**config.mk**
```make
export PLATFORM = sky130hd
export DESIGN_NAME = led_frame_loader
export DESIGN_NICKNAME = d
export VERILOG_FILES = /design/src/rtl/led_frame_loader.sv
export SDC_FILE = /design/constraint.sdc
export NUM_CORES = 1
export LEC_CHECK = 0
export BUFFER_PORTS_ARGS = -buffer_cell sky130_fd_sc_hd__buf_2
export CAP_MARGIN = 20
export CORE_UTILIZATION = 60
export CTS_BUF_LIST = sky130_fd_sc_hd__clkbuf_8
export CTS_CLUSTER_DIAMETER = 150
export DETAILED_ROUTE_END_ITERATION = 8
export PLACE_DENSITY_LB_ADDON = 0.05
export SLEW_MARGIN = 5
export SYNTH_ARGS = -nofsm -noshare
export SYNTH_HDL_FRONTEND = slang
export SYNTH_SLANG_ARGS = --single-unit
```
**constraint.sdc**
```tcl
create_clock -name clk_i -period 6 [get_ports clk_i]
set_input_delay 0.6 -clock clk_i [delete_from_list [all_inputs] [get_ports clk_i]]
set_output_delay 0.6 -clock clk_i [all_outputs]
set_load 0.01 [all_outputs]
```
**src/rtl/led_frame_loader.sv**
```systemverilog
// led_frame_loader: Wishbone master that writes a raster-order RGB pixel stream into
// LED matrix frame memory at word address BASE + row*COL + col.
//
// Optional build macro: LED_GAMMA_EN
//   When defined, a registered stage ahead of the FIFO applies c -> (c*c+255)>>8 per channel.
//   When undefined, pixels pass through unmodified.
//
// Ports:
//   clk_i, rst_i        clock, asynchronous active-high reset
//   pix_valid/ready     source handshake (ready = FIFO can accept)
//   pix_data            {R,G,B} 8 bits each
//   pix_sof             first pixel of a frame
//   bus_adr .. bus_stb  Wishbone master outputs (word address, data, byte selects, we, cyc, stb)
//   bus_ack             Wishbone slave acknowledge
//   frame_done          1-cycle pulse when the last pixel of a frame is acked
//   err_short           1-cycle pulse when a sof pixel starts before the previous frame completed
module led_frame_loader #(
  parameter int unsigned COL      = 32,
  parameter int unsigned ROW      = 16,
  parameter int unsigned AW       = 32,
  parameter int unsigned BASE     = 0,
  parameter int unsigned DEPTH    = 4,
  parameter int unsigned IDLE_GAP = 2
) (
  input  logic          clk_i,
  input  logic          rst_i,
  input  logic          pix_valid,
  output logic          pix_ready,
  input  logic [23:0]   pix_data,
  input  logic          pix_sof,
  output logic [AW-1:0] bus_adr,
  output logic [31:0]   bus_dat,
  output logic [3:0]    bus_sel,
  output logic          bus_we,
  output logic          bus_cyc,
  output logic          bus_stb,
  input  logic          bus_ack,
  output logic          frame_done,
  output logic          err_short
);

  localparam int unsigned NPIX   = COL * ROW;
  localparam int unsigned ADDR_W = (NPIX > 1) ? $clog2(NPIX) : 1;
  localparam int unsigned PTR_W  = $clog2(DEPTH);
  localparam int unsigned CNT_W  = PTR_W + 1;
  localparam int unsigned GAP_W  = (IDLE_GAP > 0) ? $clog2(IDLE_GAP + 1) : 1;

  typedef struct packed {
    logic        sof;
    logic [23:0] data;
  } pix_ent_t;

  typedef enum logic [1:0] {S_IDLE, S_WRITE, S_GAP} state_t;

  state_t             state;
  logic [ADDR_W-1:0]  wr_addr;
  logic [GAP_W-1:0]   gap_cnt;

  pix_ent_t           mem [DEPTH];
  logic [PTR_W-1:0]   wr_ptr;
  logic [PTR_W-1:0]   rd_ptr;
  logic [CNT_W-1:0]   count;
  logic [CNT_W-1:0]   count_next;
  pix_ent_t           head;
  logic               full;
  logic               empty;
  logic               pop;
  logic               push;
  logic               push_valid;
  pix_ent_t           push_ent;
  logic               ready_next;

  assign head  = mem[rd_ptr];
  assign full  = (count == CNT_W'(DEPTH));
  assign empty = (count == '0);
  assign pop   = (state == S_WRITE) && bus_ack;
  // A full FIFO can still take an entry in the cycle its head is popped.
  assign push  = push_valid && (!full || pop);
  assign count_next = count + CNT_W'(push) - CNT_W'(pop);

`ifdef LED_GAMMA_EN
  logic     in_fire;
  logic     stg_valid;
  logic     stg_valid_next;
  pix_ent_t stg_ent;

  function automatic logic [7:0] gamma(input logic [7:0] c);
    return 8'((16'(c) * 16'(c) + 16'd255) >> 8);
  endfunction

  assign in_fire        = pix_valid && pix_ready;
  assign push_valid     = stg_valid;
  assign push_ent       = stg_ent;
  assign stg_valid_next = in_fire || (stg_valid && !push);
  // The stage acts as one extra slot: stall only when both it and the FIFO are occupied.
  assign ready_next     = !((count_next == CNT_W'(DEPTH)) && stg_valid_next);

  // Gamma stage register.
  always_ff @(posedge clk_i or posedge rst_i) begin
    if (rst_i) begin
      stg_valid <= 1'b0;
      stg_ent   <= '0;
    end else begin
      stg_valid <= stg_valid_next;
      if (in_fire) begin
        stg_ent <= '{sof: pix_sof,
                     data: {gamma(pix_data[23:16]), gamma(pix_data[15:8]), gamma(pix_data[7:0])}};
      end
    end
  end
`else
  assign push_valid = pix_valid && pix_ready;
  assign push_ent   = '{sof: pix_sof, data: pix_data};
  assign ready_next = (count_next != CNT_W'(DEPTH));
`endif

  // FIFO storage; contents need no reset since the pointers define validity.
  always_ff @(posedge clk_i) begin
    if (push) begin
      mem[wr_ptr] <= push_ent;
    end
  end

  // FIFO pointers, occupancy and registered ready.
  always_ff @(posedge clk_i or posedge rst_i) begin
    if (rst_i) begin
      wr_ptr    <= '0;
      rd_ptr    <= '0;
      count     <= '0;
      pix_ready <= 1'b1;
    end else begin
      if (push) wr_ptr <= wr_ptr + PTR_W'(1);
      if (pop)  rd_ptr <= rd_ptr + PTR_W'(1);
      count     <= count_next;
      pix_ready <= ready_next;
    end
  end

  // Write sequencer: one bus write in flight, followed by a quiet gap.
  always_ff @(posedge clk_i or posedge rst_i) begin
    if (rst_i) begin
      state      <= S_IDLE;
      bus_cyc    <= 1'b0;
      bus_stb    <= 1'b0;
      bus_we     <= 1'b0;
      bus_adr    <= '0;
      bus_dat    <= '0;
      bus_sel    <= '0;
      wr_addr    <= '0;
      gap_cnt    <= '0;
      frame_done <= 1'b0;
      err_short  <= 1'b0;
    end else begin
      frame_done <= 1'b0;
      err_short  <= 1'b0;
      case (state)
        S_IDLE: begin
          if (!empty) begin
            state   <= S_WRITE;
            bus_cyc <= 1'b1;
            bus_stb <= 1'b1;
            bus_we  <= 1'b1;
            bus_sel <= 4'b0111;
            bus_dat <= {8'h00, head.data};
            // sof restarts the frame; flag it if the previous frame was incomplete.
            if (head.sof) begin
              wr_addr   <= '0;
              bus_adr   <= AW'(BASE);
              err_short <= (wr_addr != '0);
            end else begin
              bus_adr   <= AW'(BASE) + AW'(wr_addr);
            end
          end
        end
        S_WRITE: begin
          if (bus_ack) begin
            bus_cyc    <= 1'b0;
            bus_stb    <= 1'b0;
            bus_we     <= 1'b0;
            frame_done <= (wr_addr == ADDR_W'(NPIX - 1));
            wr_addr    <= (wr_addr == ADDR_W'(NPIX - 1)) ? '0 : wr_addr + ADDR_W'(1);
            if (IDLE_GAP == 0) begin
              state <= S_IDLE;
            end else begin
              state   <= S_GAP;
              gap_cnt <= GAP_W'(IDLE_GAP);
            end
          end
        end
        S_GAP: begin
          // Late acks from the slave land here and are ignored.
          if (gap_cnt <= GAP_W'(1)) begin
            gap_cnt <= '0;
            state   <= S_IDLE;
          end else begin
            gap_cnt <= gap_cnt - GAP_W'(1);
          end
        end
        default: state <= S_IDLE;
      endcase
    end
  end

endmodule

```
==> impl_metrics.toml <==
[logic_synthesis]
synth_area_um2 = 6461
synth_cells = 435
synth_area_per_cell_um2 = 14.85
synth.distinct_cells = 44
synth.top_cell.area_share_pct = 46.48
synth_seq_cells = 158
synthTopCellsByArea = "edfxtp_1 (46%), dfrtp_1 (22%), mux4_2 (8.7%)"
synth-edff-count = 100
synth_warnings = 0
ys.flop_type = "edfxtp_1"
async_flop_share_pct = 36.71
yosys.area.top_type = "edfxtp_1"
ys_seq_area_share_pct = 68.96

[power_and_ir_drop]
p_int_uw = 2322
power_switching_uw = 1202
p_leak_uw = 0.003006
power_density_nw_per_um2 = 488.8
irDropWorstVdd_mv = 0.2396
power_frac_clock_pct = 23.8
switching_share_pct = 34.12
p_seq_share_pct = 46.2
combPwrFrac_pct = 30.1

[setup_path]
cp_data_arrival_time_ns = 2.90
r2r_slack_ns = 3.47
path_class = "reg2reg"
start_kind = "register"
reg2reg_depth = 9
cp_max_fo = 9
r2r-end = "pix_ready$_DFF_PP1_"
cp-startpoint = "state[1]$_DFFE_PP0P_"
r2r-start = "state[1]$_DFFE_PP0P_"
worstPathRequired_ns = 6.37
cp-end-kind = "register"

[placement]
gp_congestion = 0.8015
dp_hpwl_um = 6656
dp.cells = 625
port_buffers = 70
dpl_worst_slack_ns = 3.361

[grt]
busiest_layer = "met2"
grt_max_degree = 59
grt_pass1_wl_um = 17590
use_met2_pct = 35.29
track_usage_pct = 21.38
grt_antenna_before_repair = 0
gr-usage-met1_pct = 28.13
grt_pass1_vias = 3443
overflow = 0
use_met3_pct = 4.576

[sta]
fin_crit_ns = 2.530
worst_slew_pin_slew_ns = 0.9401
worst_slack_ns = 3.470
fmax_mhz = 395.3
finClkSkew_ns = 0.01438
fin_tns_setup_ns = 0
drv_slew = 0
slew_headroom_pct = 37.33
hold_viol = 0
rsz0062_at_grt = "no"
setup-violations-final = 0
finalCritPeriodShare_pct = 42.16
whs_ns = 0.3706

[die]
pin_count = 103
fp.dieH_um = 105.8
start_util_pct = 62.31
die_x_um = 105.8
row_count = 37
core_area_um2 = 10370
die_area_um2 = 11190

[cts]
root_buffer = "clkbuf_8"
clock_latency_ns = 0.43
post_cts_buffers = 0
cts_sinks = 158
cts_max_level = 4
numCtsBuffers = 17
ctsHoldBuffers = 0
clk_pin_slew_ns = 0.09
clock_path_buffers = 2
post_cts_resized = 0
cts_tree = "yes"

[final_layout]
area_growth_pct = 11.58
drive_gt1_share_pct = 28.21
mostFrequentLayoutCell = "nand2_1"
fin_nets = 547
final_cells = 658
final_cell_mix = "nand2_1 (102), edfxtp_1 (100), buf_2 (70), dfrtp_1 (56), conb_1 (32)"
fill_cells = 739

[routing]
first_pass_iters = 4
drc_errors = 0
wl_per_cell_um = 16.47
route.final.wire_length_um = 10830
vias = 3526
drt_iter0_markers = 212
ant_nets = 0
vias_per_cell = 5.359

[min_path]
worstHoldPathType = "in2async"

[run]
drv_cap = 0

[outcome]
status = "complete, no violations"
==> routing by layer <==
layer | part of all wire (%) | wire length [um] | vias to the layer above
met5 | 0 | 0 | -
met4 | 1.1 | 115 | 0
met3 | 5.1 | 549 | 13
met2 | 50 | 5448 | 118
met1 | 44 | 4721 | 1773
li1 | - | - | 1622
==> Yosys cell counts (2+ instances only) <==
| cell | number |
|---|---|
| nand2_1 | 102 |
| edfxtp_1 | 100 |
| dfrtp_1 | 57 |
| buf_4 | 36 |
| mux4_2 | 25 |
| buf_2 | 11 |
| o21ai_0 | 11 |
| inv_1 | 10 |
| a21oi_1 | 9 |
| ha_1 | 9 |
| nor2_1 | 9 |
| and2_1 | 6 |
| and3_1 | 5 |
| xnor2_1 | 4 |
| buf_6 | 3 |
| clkbuf_1 | 3 |
| o21ai_1 | 3 |
| o31ai_1 | 3 |
| a31oi_2 | 2 |
| nor3b_1 | 2 |
| o21a_1 | 2 |
==> through the flow <==
step / total power [uW] / util [%] / cell area, um2
floorplan: 2437 / - / 6578
global placement: 2691 / 65.36 / 6778
detailed placement: 2728 / 65.36 / 6778
CTS: 3566 / 69.50 / 7207
global route: 3746 / 69.50 / 7207
finish: 3524 / 69.52 / 7209
==> sequential cells by signal, summed over array words and instances, names as in the netlist <==
| signal | cells |
|---|---|
| bus_stb | 1 |
| err_short | 1 |
| bus_adr | 9 |
| rd_ptr | 2 |
| state | 2 |
| wr_ptr | 2 |
| count | 3 |
| pix_ready | 1 |
| mem | 100 |
| frame_done | 1 |
| wr_addr | 9 |
| bus_sel | 1 |
| bus_dat | 24 |
| gap_cnt | 2 |
==> critical path: stages (launching register included) <==
cell      delay, ns
dfrtp_1        0.48
nand3b_2       0.37
a31oi_2        0.40
inv_1          0.08
ha_1           0.28
inv_1          0.04
ha_1           0.18
fa_1           0.38
xnor2_1        0.21
nand2_1        0.07
==> power by group through the flow <==
stage	combinational, uW	clock, uW	sequential, uW
floorplan	827	0	1610
global placement	1050	0	1640
detailed placement	1070	0	1650
CTS	1080	852	1630
global route	1180	894	1670
finish	1060	837	1630
==> final cells by class <==
class                      instances  area, um2  share of cell area (%)
antenna                            1      2.502                 0.03471
clock buffer                      17      234.0                   3.245
clock inverter                    15      195.2                   2.707
inverter                          10      37.54                  0.5207
multi-input combinational        244       1710                   23.72
sequential                       158       4457                   61.82
tap                              136      170.2                   2.360
timing repair buffer              77      402.9                   5.588
==> worst max-delay path by stage <==
| stage | to | slack (ns) | cells past startpoint |
|---|---|---|---|
| floorplan | pix_ready$_DFF_PP1_ | 3.64 | 10 |
| finish | pix_ready$_DFF_PP1_ | 3.47 | 9 |
| global route | pix_ready$_DFF_PP1_ | 3.25 | 9 |
| CTS | pix_ready$_DFF_PP1_ | 3.46 | 9 |
| global placement | pix_ready$_DFF_PP1_ | 3.42 | 10 |
| detailed placement | pix_ready$_DFF_PP1_ | 3.36 | 10 |
==> logic make-up after synthesis <==
group	share of synthesized area [%]
compound gates	3.466
xor+xnor	0.6777
fa+ha+maj	2.053
buf+inv	6.371
flops	68.96
mux	9.043
other cells	0.05804
simple gates	9.373
Note: power is estimated with default switching activity, not from simulation.
